`src/rtl/mem_wb_stage_if.sv`:
```
// Data-memory request/acknowledge bus between the MEM stage and data memory.
// The master side (the pipeline stage) issues requests; the slave side
// (memory) returns the acknowledge and the load data.
interface mem_wb_stage_if;
    logic        mem_req;
    logic        mem_we;
    logic [63:0] mem_addr;
    logic [63:0] mem_wdata;
    logic        mem_ack;
    logic [63:0] mem_rdata;

    modport master (
        output mem_req,
        output mem_we,
        output mem_addr,
        output mem_wdata,
        input  mem_ack,
        input  mem_rdata
    );

    modport slave (
        input  mem_req,
        input  mem_we,
        input  mem_addr,
        input  mem_wdata,
        output mem_ack,
        output mem_rdata
    );
endinterface

```
`src/rtl/mem_wb_stage.sv`:
```
// Memory-access stage of the 64-bit pipeline plus the MEM/WB register.
// Doubleword loads/stores go out over a req/ack bus; while an access waits
// for its ack the stage stalls the earlier pipeline stages.
// Optional feature macro MEM_TIMEOUT_EN: aborts an access that has waited
// TIMEOUT_CYCLES cycles without an ack and raises the sticky mem_err flag.
module mem_wb_stage #(
    parameter int unsigned TIMEOUT_CYCLES = 32'd255
) (
    input  logic               clk,
    input  logic               reset,
    input  logic               RegWrite_in,
    input  logic               MemtoReg_in,
    input  logic               MemWrite_in,
    input  logic [63:0]        AluOut_in,
    input  logic [63:0]        DataOut_in,
    input  logic [4:0]         Rd_in,
    mem_wb_stage_if.master     mem,
    output logic               stall,
    output logic               RegWrite_Out,
    output logic               MemtoReg_Out,
    output logic [63:0]        ReadData_Out,
    output logic [63:0]        AluOut_Out,
    output logic [4:0]         Rd_out,
    output logic               mem_err
);

    typedef enum logic {ST_IDLE = 1'b0, ST_WAIT = 1'b1} state_t;

    state_t      state_r;
    logic        hold_regwrite_r;
    logic        hold_load_r;
    logic        hold_we_r;
    logic [63:0] hold_addr_r;
    logic [63:0] hold_wdata_r;
    logic [4:0]  hold_rd_r;

    logic        is_mem_s;
    logic        is_load_s;
    logic        abort_s;
    logic        req_s;
    logic        we_s;
    logic [63:0] addr_s;
    logic [63:0] wdata_s;
    logic        stall_s;

    // A store wins when both MemtoReg and MemWrite are set, so it is not a load.
    assign is_mem_s  = MemtoReg_in | MemWrite_in;
    assign is_load_s = MemtoReg_in & ~MemWrite_in;

`ifdef MEM_TIMEOUT_EN
    localparam logic [15:0] TIMEOUT_LIMIT = 16'(TIMEOUT_CYCLES);

    logic [15:0] cnt_r;
    logic [15:0] cnt_next_s;
    logic        err_r;

    // The count compared is the number of WAIT cycles including this one.
    assign cnt_next_s = cnt_r + 16'd1;
    assign abort_s    = (state_r == ST_WAIT) & ~mem.mem_ack & ~reset &
                        (cnt_next_s == TIMEOUT_LIMIT);
    assign mem_err    = err_r;

    // WAIT-cycle counter (cleared on entry to WAIT) and sticky timeout flag.
    always_ff @(posedge clk) begin
        if (reset) begin
            cnt_r <= 16'd0;
            err_r <= 1'b0;
        end else begin
            if ((state_r == ST_IDLE) && is_mem_s && !mem.mem_ack) begin
                cnt_r <= 16'd0;
            end else if (state_r == ST_WAIT) begin
                cnt_r <= cnt_next_s;
            end else begin
                cnt_r <= cnt_r;
            end
            if (abort_s) begin
                err_r <= 1'b1;
            end else begin
                err_r <= err_r;
            end
        end
    end
`else
    assign abort_s = 1'b0;
    assign mem_err = 1'b0;
`endif

    // Request and stall decode: from the live inputs in IDLE, from the held op in WAIT.
    always_comb begin
        req_s   = 1'b0;
        we_s    = 1'b0;
        addr_s  = 64'd0;
        wdata_s = 64'd0;
        stall_s = 1'b0;
        if (reset) begin
            req_s   = 1'b0;
            stall_s = 1'b0;
        end else begin
            case (state_r)
                ST_IDLE: begin
                    if (is_mem_s) begin
                        req_s   = 1'b1;
                        we_s    = MemWrite_in;
                        addr_s  = AluOut_in;
                        wdata_s = DataOut_in;
                        stall_s = ~mem.mem_ack;
                    end else begin
                        req_s   = 1'b0;
                    end
                end
                ST_WAIT: begin
                    req_s   = 1'b1;
                    we_s    = hold_we_r;
                    addr_s  = hold_addr_r;
                    wdata_s = hold_wdata_r;
                    stall_s = ~mem.mem_ack & ~abort_s;
                end
                default: begin
                    req_s   = 1'b0;
                end
            endcase
        end
    end

    assign mem.mem_req   = req_s;
    assign mem.mem_we    = we_s;
    assign mem.mem_addr  = addr_s;
    assign mem.mem_wdata = wdata_s;
    assign stall         = stall_s;

    // FSM, captured-op registers and the MEM/WB pipeline register.
    always_ff @(posedge clk) begin
        if (reset) begin
            state_r         <= ST_IDLE;
            hold_regwrite_r <= 1'b0;
            hold_load_r     <= 1'b0;
            hold_we_r       <= 1'b0;
            hold_addr_r     <= 64'd0;
            hold_wdata_r    <= 64'd0;
            hold_rd_r       <= 5'd0;
            RegWrite_Out    <= 1'b0;
            MemtoReg_Out    <= 1'b0;
            ReadData_Out    <= 64'd0;
            AluOut_Out      <= 64'd0;
            Rd_out          <= 5'd0;
        end else begin
            case (state_r)
                ST_IDLE: begin
                    if (!is_mem_s || mem.mem_ack) begin
                        // Non-memory op or zero-wait access completes now.
                        RegWrite_Out <= RegWrite_in;
                        MemtoReg_Out <= is_mem_s & is_load_s;
                        ReadData_Out <= (is_mem_s && is_load_s) ? mem.mem_rdata : 64'd0;
                        AluOut_Out   <= AluOut_in;
                        Rd_out       <= Rd_in;
                        state_r      <= ST_IDLE;
                    end else begin
                        // No ack yet: hold the op and emit a bubble.
                        hold_regwrite_r <= RegWrite_in;
                        hold_load_r     <= is_load_s;
                        hold_we_r       <= MemWrite_in;
                        hold_addr_r     <= AluOut_in;
                        hold_wdata_r    <= DataOut_in;
                        hold_rd_r       <= Rd_in;
                        RegWrite_Out    <= 1'b0;
                        MemtoReg_Out    <= 1'b0;
                        ReadData_Out    <= 64'd0;
                        AluOut_Out      <= 64'd0;
                        Rd_out          <= 5'd0;
                        state_r         <= ST_WAIT;
                    end
                end
                ST_WAIT: begin
                    if (mem.mem_ack) begin
                        RegWrite_Out <= hold_regwrite_r;
                        MemtoReg_Out <= hold_load_r;
                        ReadData_Out <= hold_load_r ? mem.mem_rdata : 64'd0;
                        AluOut_Out   <= hold_addr_r;
                        Rd_out       <= hold_rd_r;
                        state_r      <= ST_IDLE;
                    end else begin
                        RegWrite_Out <= 1'b0;
                        MemtoReg_Out <= 1'b0;
                        ReadData_Out <= 64'd0;
                        AluOut_Out   <= 64'd0;
                        Rd_out       <= 5'd0;
                        state_r      <= abort_s ? ST_IDLE : ST_WAIT;
                    end
                end
                default: begin
                    RegWrite_Out <= 1'b0;
                    MemtoReg_Out <= 1'b0;
                    ReadData_Out <= 64'd0;
                    AluOut_Out   <= 64'd0;
                    Rd_out       <= 5'd0;
                    state_r      <= ST_IDLE;
                end
            endcase
        end
    end

endmodule

```
`src/flat_wrapper.sv`:
```
// flat-port wrapper written by rule: the top's interface ports become plain ports
module mem_wb_stage_flat 
#(
    parameter int unsigned TIMEOUT_CYCLES = 32'd255
)
  (clk, reset, RegWrite_in, MemtoReg_in, MemWrite_in, AluOut_in, DataOut_in, Rd_in, stall, RegWrite_Out, MemtoReg_Out, ReadData_Out, AluOut_Out, Rd_out, mem_err, mem_mem_req, mem_mem_we, mem_mem_addr, mem_mem_wdata, mem_mem_ack, mem_mem_rdata);
  mem_wb_stage_if mem_i ();
  input  logic clk;
  input  logic reset;
  input  logic RegWrite_in;
  input  logic MemtoReg_in;
  input  logic MemWrite_in;
  input  logic [63:0] AluOut_in;
  input  logic [63:0] DataOut_in;
  input  logic [4:0] Rd_in;
  output logic stall;
  output logic RegWrite_Out;
  output logic MemtoReg_Out;
  output logic [63:0] ReadData_Out;
  output logic [63:0] AluOut_Out;
  output logic [4:0] Rd_out;
  output logic mem_err;
  output wire logic [$bits(mem_i.mem_req)-1:0] mem_mem_req;
  output wire logic [$bits(mem_i.mem_we)-1:0] mem_mem_we;
  output wire logic [$bits(mem_i.mem_addr)-1:0] mem_mem_addr;
  output wire logic [$bits(mem_i.mem_wdata)-1:0] mem_mem_wdata;
  input wire logic [$bits(mem_i.mem_ack)-1:0] mem_mem_ack;
  input wire logic [$bits(mem_i.mem_rdata)-1:0] mem_mem_rdata;
  assign mem_mem_req = mem_i.mem_req;
  assign mem_mem_we = mem_i.mem_we;
  assign mem_mem_addr = mem_i.mem_addr;
  assign mem_mem_wdata = mem_i.mem_wdata;
  assign mem_i.mem_ack = mem_mem_ack;
  assign mem_i.mem_rdata = mem_mem_rdata;
  mem_wb_stage #(.TIMEOUT_CYCLES(TIMEOUT_CYCLES)) u_core (.clk(clk), .reset(reset), .RegWrite_in(RegWrite_in), .MemtoReg_in(MemtoReg_in), .MemWrite_in(MemWrite_in), .AluOut_in(AluOut_in), .DataOut_in(DataOut_in), .Rd_in(Rd_in), .mem(mem_i), .stall(stall), .RegWrite_Out(RegWrite_Out), .MemtoReg_Out(MemtoReg_Out), .ReadData_Out(ReadData_Out), .AluOut_Out(AluOut_Out), .Rd_out(Rd_out), .mem_err(mem_err));
endmodule
```
`config.mk`:
```
export PLATFORM = sky130hd
export DESIGN_NAME = mem_wb_stage_flat
export DESIGN_NICKNAME = d
export VERILOG_FILES = /design/src/rtl/mem_wb_stage_if.sv /design/src/rtl/mem_wb_stage.sv /design/src/flat_wrapper.sv
export SDC_FILE = /design/constraint.sdc
export NUM_CORES = 1
export LEC_CHECK = 0
export ABC_AREA = 1
export ABC_CLOCK_PERIOD_IN_PS = 1460
export BUFFER_PORTS_ARGS = -buffer_cell sky130_fd_sc_hd__buf_2
export CAP_MARGIN = 20
export CELL_PAD_IN_SITES_DETAIL_PLACEMENT = 0
export CELL_PAD_IN_SITES_GLOBAL_PLACEMENT = 1
export CORE_MARGIN = 1.5
export CORE_UTILIZATION = 35
export CTS_BUF_LIST = sky130_fd_sc_hd__clkbuf_2
export CTS_CLUSTER_DIAMETER = 100
export DETAILED_ROUTE_END_ITERATION = 16
export PLACE_DENSITY_LB_ADDON = 0.15
export RECOVER_POWER = 100
export SETUP_SLACK_MARGIN = 0.02
export SYNTH_ARGS = -nofsm -noshare
export SYNTH_HDL_FRONTEND = slang
export SYNTH_SLANG_ARGS = --single-unit
```
`constraint.sdc`:
```
create_clock -name clk -period 1.46 [get_ports clk]
set_input_delay 0.146 -clock clk [delete_from_list [all_inputs] [get_ports clk]]
set_output_delay 0.146 -clock clk [all_outputs]
set_load 0.05 [all_outputs]
```
---- Yosys cells after proc, flatten, opt, wreduce, memory -nomap -nowiden ----
Cells that the tools add are included.
operators by class
  bitwise operators ....................... 7
  reduce and logical (&&, ||, !) cells .... 4
  multiplexer cells ....................... 35
operators with widths
  kind               number
  $mux 64            10
  $pmux 64 s2        4
  $mux 1             12
  $pmux 1 s2         6
  $mux 5             2
  $pmux 5 s2         1
  $not 1->1          4
  $and 1x1->1        2
  $reduce_and 2->1   1
  $logic_and 1x1->1  1
  $logic_not 1->1    1
  $logic_or 1x1->1   1
  $or 1x1->1         1
word-level totals
  word-level logic and storage cells ...... 58
  output and inout bits ................... 267
  register bits ........................... 272
  bits of input ports ..................... 203

---- Logic depth before layout (Yosys ltp) ----
Gate-level depths: netlist of the first run.
  depth in word-level cells ............... 6
  depth in mapped cells ................... 9
  gate-level depth less buffers ........... 6

---- Worst setup path after synthesis of the first run ----
OpenSTA, ideal clock, no wires.
  kind .................................... register to output
  from .................................... reg u_core.state_r
  to ...................................... out mem_mem_we
  required time ........................... 1.314 ns
  path slack .............................. -0.693 ns
  buffers on the path ..................... 3
  arrival time ............................ 2.007 ns
  stages on the path, launching flop included .. 5
  cells stage by stage .................... dfxtp_1 buf_4 buf_2 clkbuf_1 a211oi_1
on the way
  word-level cells in the longest chain between the ends .. 3
RTL lines
  item                      RTL line             source
  start: declaration        mem_wb_stage.sv:29   state_t state_r;
  start signal: assignment  mem_wb_stage.sv:187  state_r <= abort_s ? ST_IDLE : ST_WAIT;
  $not 1->1 (no line)       --
  $pmux 1 s2 *              mem_wb_stage.sv:99   case (state_r)
  $mux 1 *                  mem_wb_stage.sv:95   if (reset) begin
  end: declaration          flat_wrapper.sv:24   output wire logic [$bits(mem_i.mem_we)-1:0] mem_mem_we;
Mark *: on every way between the ends. The rest lies on a longest branch, timed or not.

---- Final worst setup path of the first run ----
  from .................................... reg u_core.state_r
  to ...................................... out mem_mem_wdata[13]
on the way
  word-level cells in the longest chain between the ends .. 3
RTL lines
  item                 RTL line            source
  $not 1->1 (no line)  --
  $pmux 64 s2 *        mem_wb_stage.sv:99
  $mux 64 *            mem_wb_stage.sv:95
  end: declaration     flat_wrapper.sv:26  output wire logic [$bits(mem_i.mem_wdata)-1:0] mem_mem_wdata;
Marks and branches as above.

==> results of run 1 <==
-- critical path, cell delays in order (launching register included) --
cell and delay (ps):
dfxtp_4 450, clkinv_8 130, buf_16 220, buf_12 170, a21oi_4 160, buf_8 160
-- per-stage QoR --
step | TNS [ps] | setup WS (ps) | total power [mW] | hold WS, ps | util (%)
2_1_floorplan | -4420 | -69.1 | 11.7 | 258 | -
3_3_place_gp | -3100 | -131 | 13.1 | 358 | 47.5
3_5_place_dp | -5040 | -149 | 13.1 | 364 | 47.5
4_1_cts | -174210 | -1050 | 20.1 | -160 | 62.1
5_1_grt | -204150 | -1090 | 21.5 | -83.4 | 64.8
6_report | -144570 | -933 | 20.3 | -37.1 | 64.8
-- cells by family (layout without fill, tap and decap cells) --
kind of cell           Yosys count  in the layout  share of synthesized area (%)
other                            1              6                         0.0300
buffers and inverters          422           1343                           14.5
flip-flops                     272            272                           43.6
AND/OR/NAND/NOR                949            949                           31.3
AO/OA/AOI/OAI                  265            265                           10.6
-- layout make-up --
| class | count | area share [%] |
|---|---|---|
| Timing Repair Buffer | 938 | 36.5 |
| Multi-Input combinational cell | 1215 | 29.6 |
| Sequential cell | 272 | 23.8 |
| Inverter | 271 | 4.49 |
| Clock buffer | 119 | 2.60 |
| Tap cell | 461 | 2.51 |
| Clock inverter | 14 | 0.463 |
| Timing Repair inverter | 1 | 0.0872 |
| Antenna cell | 5 | 0.0545 |
-- per-layer routing --
layer / track usage [%] / part of all wire [%] / up-vias / wire, um
li1: - / - / 7676 / -
met1: 30.7 / 39 / 7315 / 20800
met2: 46.3 / 50 / 587 / 26400
met3: 7.14 / 7.3 / 134 / 3890
met4: 13.2 / 3.9 / 0 / 2080
met5: 0 / 0 / - / 0
-- final timing paths --
check	startpoint	endpoint
hold / removal	MemWrite_in	u_core.state_r$_SDFF_PP0_
setup reg to reg	u_core.state_r$_SDFF_PP0_	u_core.hold_wdata_r[34]$_SDFFE_PP0P_
setup / recovery	u_core.state_r$_SDFF_PP0_	mem_mem_wdata[13]
hold reg to reg	u_core.hold_regwrite_r$_SDFFE_PP0P_	u_core.RegWrite_Out$_SDFF_PP0_
-- power by group --
| group | leakage, nW | total [mW] | internal, mW | switching (mW) |
|---|---|---|---|---|
| Combinational | 8.51 | 6.38 | 2.58 | 3.80 |
| Clock | 0.549 | 5.81 | 2.48 | 3.33 |
| Sequential | 2.24 | 8.13 | 7.86 | 0.272 |
| Total | 11.3 | 20.3 | 12.9 | 7.41 |
-- placed cells by master, fill, tap and decap left out, types with 41 or more instances in the layout --
| cell | n |
|---|---|
| nor2_1 | 270 |
| a21oi_4 | 91 |
| dlygate4sd3_1 | 367 |
| inv_1 | 266 |
| a21oi_1 | 72 |
| buf_6 | 99 |
| dfxtp_1 | 267 |
| buf_12 | 41 |
| nand2_1 | 396 |
| clkbuf_2 | 119 |
| buf_4 | 69 |
| nand3_1 | 238 |
| buf_2 | 332 |
-- registers in the layout (all words and copies together) (netlist names), 5 cells and up --
name / count
u_core.AluOut_Out: 64
u_core.Rd_out: 5
u_core.hold_addr_r: 64
u_core.hold_wdata_r: 64
u_core.hold_rd_r: 5
u_core.ReadData_Out: 64
-- timing repair --
item | 4_1_cts | 5_1_grt
pin swaps | 3 | 11
setup endpoints to repair | 376 | 489
setup buffers | 4 | 8
endpoints found under the hold margin | 272 | 1
gates cloned | 0 | 14
resized for setup | 270 | 169
==> flow_summary.yaml, run 1 <==
timing:
  drv_slew: 0
  rsz0062_at_grt: "yes"
  setup_viol: 453
  final_hold_viol_count: 1
  holdWs_ps: -37.1
  finalClockSkew_ps: 73.9
  max_freq_mhz: 418
  finalCriticalPeriod_ps: 2390
  setup_slack_ps: -933
  worst_pin_slew_ps: 890
  period_share_pct: 164
  slew-limit-headroom_pct: 40.5
outcome:
  failed_checks: "hold timing, setup timing"
  status: "finished with violations"
final_layout:
  drive_gt1_share_pct: 32.2
  final_design_area_no_fill_um2: 22900
  area_delta_synth_final_pct: 83.6
  regArea_um2: 5450
  multi_input_area_um2: 6780
  instances_no_fill: 3296
  fillCellCount: 2974
  final_nets: 2979
clocking:
  htree_num_levels: 3
  clkTransAtPathRegs_ps: 100
  cts_buffers: 77
  clk_latency_ps: 930
  holdBufCountCts: 371
  cts_buffer_depth: 3
  cts_tree: "built"
  cts_root_buf: "clkbuf_2"
  cts_sinks: 272
global_routing:
  grt_max_degree: 55
  grt_pass1_vias: 15332
  grt_usage_pct: 26.9
  grt-ovfl-total: 0
  antenna_found_initial: 4
  grt_pass1_wl_um: 78600
place:
  port_buffers: 468
  hpwl_um: 30400
  place_congestion: 0.871
  dp.cells: 2761
  placed_cell_area_um2: 16800
synthesis:
  post_synth.cell_area_avg_um2: 6.55
  synth-edff-count: 0
  syn_inst: 1909
  ys_seq_area_share_pct: 43.6
  synthesis.area_um2: 12500
  yosysTopAreaCellShare_pct: 43.6
  yosys_most_used_dff: "dfxtp_1"
  ys_types: 17
  synth_area_leaders: "dfxtp_1 44%, nand2_1 12%, nand3_1 11%, nor2_1 8.2%, inv_1 8.0%"
  ys_async_sr_fraction_pct: 0
  synthMostInstantiatedCell: "nand2_1"
  ys_seq_elements: 272
  yosys_warnings: 0
  synth_area_leader_cell: "dfxtp_1"
  synthTopCellsByCount: "410 x nand2_1, 273 x nor2_1, 272 x dfxtp_1"
  synth_nets: 2112
critical_path:
  cp-start-kind: "flip-flop"
  r2r_slack_ps: -170
  endpoint_kind: "primary output"
  required_ps: 1310
  critPathMaxFanout: 39
  critPathKind: "flip-flop to primary output"
  critical_path_arrival_ps: 2250
  worstRegToRegCells: 8
route:
  drt_iter0_drc: 868
  wl_um: 53200
  via_per_inst: 4.77
  routedWlPerCell_um: 16.1
  dr.pass1.iters: 5
  via_count: 15712
  drc_errors: 0
  ant_nets: 0
floorplanning:
  dieArea_um2: 36800
  placementRows: 69
  io_pins: 470
  chipHeight_um: 192
  core_um2: 35400
  initial_core_util_pct: 35.3
  dieWidth_um: 192
worst_hold_path:
  hold-path-cell-count: 7
  hold_path.class: "input pin to flip-flop"
pwr:
  p_leak_nw: 11.3
  p_per_area_nw_per_um2: 886
  ir_worst_vdd_v: 0.000533
job:
  cap_violations: 0
(Power assumes the default switching activity.)
==> run 2: changes to the inputs <==
--- a/config.mk
+++ b/config.mk
@@ -11,7 +11,6 @@
 export CAP_MARGIN = 20
 export CELL_PAD_IN_SITES_DETAIL_PLACEMENT = 0
 export CELL_PAD_IN_SITES_GLOBAL_PLACEMENT = 1
-export CORE_MARGIN = 1.5
 export CORE_UTILIZATION = 35
 export CTS_BUF_LIST = sky130_fd_sc_hd__clkbuf_2
 export CTS_CLUSTER_DIAMETER = 100
@@ -19,6 +18,7 @@
 export PLACE_DENSITY_LB_ADDON = 0.15
 export RECOVER_POWER = 100
 export SETUP_SLACK_MARGIN = 0.02
+export SKIP_LAST_GASP = 1
 export SYNTH_ARGS = -nofsm -noshare
 export SYNTH_HDL_FRONTEND = slang
 export SYNTH_SLANG_ARGS = --single-unit
==> flow_summary.yaml, run 2 (synthesized netlist as in run 1, its figures left out) <==
outcome:
  status: "finished with violations"
  failed_checks: "hold timing, setup timing"
clocking:
  clkTransAtPathRegs_ps: 100
  cts_sinks: 272
  cts_buffer_depth: 3
  cts_tree: "built"
  clk_latency_ps: 980
  holdBufCountCts: 375
  cts_root_buf: "clkbuf_2"
  htree_num_levels: 3
  cts_buffers: 78
critical_path:
  crit_chain: "inv_6 > clkbuf_16 > nand3_1 > a21oi_4 > buf_12"
  critPathBufInv: 3
  cp-start-kind: "flip-flop"
  path_delay_family: "buffers and inverters"
  endpoint_kind: "primary output"
  critPathKind: "flip-flop to primary output"
  required_ps: 1310
  cpPeakStageDelay_ps: 440
  crit_slowest_cell: "dfxtp_4"
  critical_path_arrival_ps: 2330
  critPathMaxFanout: 20
route:
  via_count: 16241
  wl_um: 59400
  routedWlPerCell_um: 17.8
  via_per_inst: 4.87
  dr.pass1.iters: 6
  drt_iter0_drc: 1130
  drc_errors: 0
  ant_nets: 0
final_layout:
  final_common_cell: "nand2_1"
  final_core_util_pct: 71.1
  area_delta_synth_final_pct: 98.0
  fillCellCount: 2569
  final_nets: 3029
  drive_gt1_share_pct: 37.2
  final_cell_mix: "391 x nand2_1, 373 x dlygate4sd3_1, 271 x nor2_1"
timing:
  drv_slew: 0
  setup_viol: 450
  rsz0062_at_grt: "yes"
  finalClockSkew_ps: 98.5
  setup_slack_ps: -1010
  finalCriticalPeriod_ps: 2470
  holdWs_ps: -60.6
  final_hold_viol_count: 1
  max_freq_mhz: 404
  worst_pin_slew_ps: 613
  slew-limit-headroom_pct: 59.0
  period_share_pct: 169
place:
  hpwl_um: 30700
  place_ws_ps: -27.2
  place_congestion: 0.857
  port_buffers: 468
global_routing:
  grt-ovfl-total: 0
  grt_pass1_wl_um: 79300
  antenna_found_initial: 5
  grt_usage_pct: 27.3
  grt_max_degree: 48
  grt_pass1_vias: 15419
floorplanning:
  placementRows: 68
  chipHeight_um: 191
  io_pins: 470
  core_um2: 34800
  initial_core_util_pct: 35.9
  dieWidth_um: 191
  dieArea_um2: 36500
pwr:
  p_per_area_nw_per_um2: 837
  ir_worst_vdd_v: 0.000530
  p_leak_nw: 11.9
job:
  cap_violations: 0
worst_hold_path:
  hold_path.class: "input pin to flip-flop"
-- run 2: worst min-delay path: stages --
cell,delay [ps]
buf_2,90
inv_1,60
nand2_4,130
buf_12,160
o21ai_4,60
buf_4,120
nor2_1,70
-- run 2: per-stage QoR --
step / area, um2 / hold slack, ps / total power [mW] / cells / TNS (ps)
2_1_floorplan: 13700 / 258 / 11.7 / 1909 / -4420
3_3_place_gp: 17200 / 358 / 13.2 / 2786 / -151
3_5_place_dp: 17200 / 363 / 13.2 / 2786 / -402
4_1_cts: 22300 / -125 / 19.8 / 3304 / -172840
5_1_grt: 24700 / -96.8 / 21.7 / 3337 / -193730
6_report: 24700 / -60.6 / 20.7 / 3338 / -150350
-- run 2: timing repair --
| action | in CTS | in global routing |
|---|---|---|
| resized for setup | 230 | 800 |
| pin swaps | 10 | 13 |
| setup endpoints to repair | 266 | 469 |
| endpoints found under the hold margin | 272 | 1 |
| cloned | 3 | 19 |
| buffers inserted | 8 | 10 |
-- run 2: worst paths after layout --
path / from / endpoint / slack, ps / cells after the start
worst min register to register: u_core.hold_addr_r[18]$_SDFFE_PP0P_ / u_core.AluOut_Out[18]$_SDFF_PP0_ / 430 / 2
worst min-delay path: MemWrite_in / u_core.state_r$_SDFF_PP0_ / -60 / 7
worst max register to register: u_core.state_r$_SDFF_PP0_ / u_core.hold_addr_r[39]$_SDFFE_PP0P_ / -200 / 8
worst max-delay path: u_core.state_r$_SDFF_PP0_ / mem_mem_addr[16] / -1010 / 5
-- run 2: power by group --
group	internal, mW	switching, mW	total [mW]	leakage [nW]
clock network	2.10	3.50	5.59	0.520
registers	7.89	0.354	8.24	2.30
logic	2.96	3.91	6.88	9.07
-- run 2: layout make-up --
cell class	instances	area [um2]	area share (%)
tap	455	569	2.30
timing repair buffer	986	10100	40.9
sequential	272	5620	22.7
multi-input combinational	1215	6730	27.2
clock inverter	15	56.3	0.228
clock buffer	117	586	2.37
timing repair inverter	2	25.0	0.101
inverter	271	1030	4.18
antenna	5	12.5	0.0506
-- run 2: routing by layer --
| layer | track usage, % | vias up | wire length [um] |
|---|---|---|---|
| li1 | - | 7789 | - |
| met1 | 30.9 | 7494 | 22100 |
| met2 | 47.8 | 784 | 29300 |
| met3 | 6.26 | 174 | 5290 |
| met4 | 13.8 | 0 | 2630 |
| met5 | 0 | - | 0 |
==> run 3: changes to the inputs <==
--- a/config.mk
+++ b/config.mk
@@ -6,10 +6,10 @@
 export NUM_CORES = 1
 export LEC_CHECK = 0
 export ABC_AREA = 1
-export ABC_CLOCK_PERIOD_IN_PS = 1460
+export ABC_CLOCK_PERIOD_IN_PS = 2800
 export BUFFER_PORTS_ARGS = -buffer_cell sky130_fd_sc_hd__buf_2
 export CAP_MARGIN = 20
-export CELL_PAD_IN_SITES_DETAIL_PLACEMENT = 0
+export CELL_PAD_IN_SITES_DETAIL_PLACEMENT = 1
 export CELL_PAD_IN_SITES_GLOBAL_PLACEMENT = 1
 export CORE_UTILIZATION = 35
 export CTS_BUF_LIST = sky130_fd_sc_hd__clkbuf_2
==> constraint.sdc (replaced) <==
create_clock -name clk -period 2.8 [get_ports clk]
set_input_delay 0.28 -clock clk [delete_from_list [all_inputs] [get_ports clk]]
set_output_delay 0.28 -clock clk [all_outputs]
set_load 0.05 [all_outputs]
==> flow_summary.yaml, run 3 (synthesized netlist as in run 1, its figures left out) <==
critical_path:
  endpoint_kind: "primary output"
  critical_path_arrival_ps: 2470
  crit_chain: "inv_16 > buf_6 > nand3_1 > a21oi_1 > buf_4"
  required_ps: 2520
  cpPeakStageDelay_ps: 430
  crit_slowest_cell: "dfxtp_4"
  r2r_slack_ps: 240
  path_delay_family: "buffers and inverters"
  cp-start-kind: "flip-flop"
  critPathBufInv: 3
  critPathKind: "flip-flop to primary output"
  critPathMaxFanout: 35
route:
  drc_errors: 0
  routedWlPerCell_um: 20.5
  dr.pass1.iters: 5
  via_per_inst: 5.13
  wl_um: 64800
  drt_iter0_drc: 1227
  via_count: 16221
  ant_nets: 0
final_layout:
  final_common_cell: "nand2_1"
  final_cell_mix: "407 x nand2_1, 367 x buf_2, 306 x dlygate4sd3_1"
  final_design_area_no_fill_um2: 19300
  instances_no_fill: 3163
  fillCellCount: 4463
  area_delta_synth_final_pct: 54.4
  drive_gt1_share_pct: 24.0
  final_nets: 2854
pwr:
  ir_worst_vdd_v: 0.000292
  p_leak_nw: 10.2
  power_mw: 10.2
  p_per_area_nw_per_um2: 530
floorplanning:
  placementRows: 68
  dieArea_um2: 36500
  dieWidth_um: 191
  chipHeight_um: 191
  core_um2: 34800
  initial_core_util_pct: 35.9
  io_pins: 470
timing:
  max_freq_mhz: 364
  setup_viol: 0
  fin_tns_setup_ps: 0
  drv_slew: 0
  worst_pin_slew_ps: 575
  final_hold_viol_count: 0
  setup_slack_ps: 54.2
  finalClockSkew_ps: 156
  slew-limit-headroom_pct: 61.4
  rsz0062_at_grt: "yes"
  period_share_pct: 98.1
  finalCriticalPeriod_ps: 2750
place:
  port_buffers: 468
  place_ws_ps: 530
  place_congestion: 0.813
  placed_cell_area_um2: 15000
  dp.cells: 2712
  hpwl_um: 31900
global_routing:
  grt-ovfl-total: 0
  grt_pass1_vias: 17282
  grt_max_degree: 89
  grt_pass1_wl_um: 94800
  antenna_found_initial: 10
  grt_usage_pct: 33.2
clocking:
  cts_buffers: 77
  cts_root_buf: "clkbuf_2"
  clk_latency_ps: 1040
  htree_num_levels: 3
  clkTransAtPathRegs_ps: 190
  cts_tree: "built"
  cts_buffer_depth: 3
  cts_sinks: 272
outcome:
  status: "finished clean"
job:
  cap_violations: 0
worst_hold_path:
  hold_path.class: "input pin to flip-flop"
[run 3: changes by cell type in the layout (fill, tap and decap cells not counted), sizes merged]
cell and delta:
buf -105, dlygate4sd3 -67, clkbuf -15, diode +7, bufbuf +2, bufinv +2
clkinvlp +2, clkinv -1
[run 3: path summary, 6_finish.rpt]
| path | startpoint | to | cells after the start |
|---|---|---|---|
| worst max-delay path | u_core.state_r$_SDFF_PP0_ | mem_mem_addr[14] | 5 |
| worst min-delay path | mem_mem_rdata[41] | u_core.ReadData_Out[41]$_SDFF_PP0_ | 4 |
| worst max register to register | u_core.state_r$_SDFF_PP0_ | u_core.hold_wdata_r[25]$_SDFFE_PP0P_ | 6 |
| worst min register to register | u_core.hold_addr_r[9]$_SDFFE_PP0P_ | u_core.AluOut_Out[9]$_SDFF_PP0_ | 2 |
[run 3: power breakdown]
part	total, mW	switching [mW]	leakage, nW	internal (mW)
clock network	3.15	1.96	0.503	1.19
logic	2.82	1.87	7.50	0.959
registers	4.25	0.152	2.24	4.10
[run 3: layout make-up]
class                           instances  area [um2]  area share [%]
Clock buffer                          105         526            2.72
Timing Repair inverter                  1        8.76          0.0454
Tap cell                              455         569            2.95
Inverter                              271        1030            5.36
Multi-Input combinational cell       1215        5300            27.5
Clock inverter                         19         135           0.701
Sequential cell                       272        5450            28.2
Timing Repair Buffer                  813        6230            32.3
Antenna cell                           12        30.0           0.156
[run 3: tightest hold or removal path, stage by stage]
cell           delay (ps)
dlygate4sd3_1         550
buf_2                 130
inv_1                  50
nor2_1                 70
[run 3: per-stage QoR]
step	util, %	hold WS (ps)
floorplan	-	392
global placement	43.2	441
detailed placement	43.2	460
CTS	54.9	0.0698
global route	55.4	-4.47
finish	55.4	78.3
[run 3: what timing repair did]
action,in CTS,in global routing
setup buffers,3,2
hold buffers,306,0
endpoints found under the setup margin,130,114
cloned,3,1
gates resized for setup,85,52
hold endpoints to repair,272,0
[run 3: routing by layer]
metal	up-vias	GRT usage [%]	share of wire, %
li1	7419	-	-
met1	7794	35.5	36
met2	789	59.1	51
met3	219	8.61	8.0
met4	0	18.8	5.3
met5	-	0	0
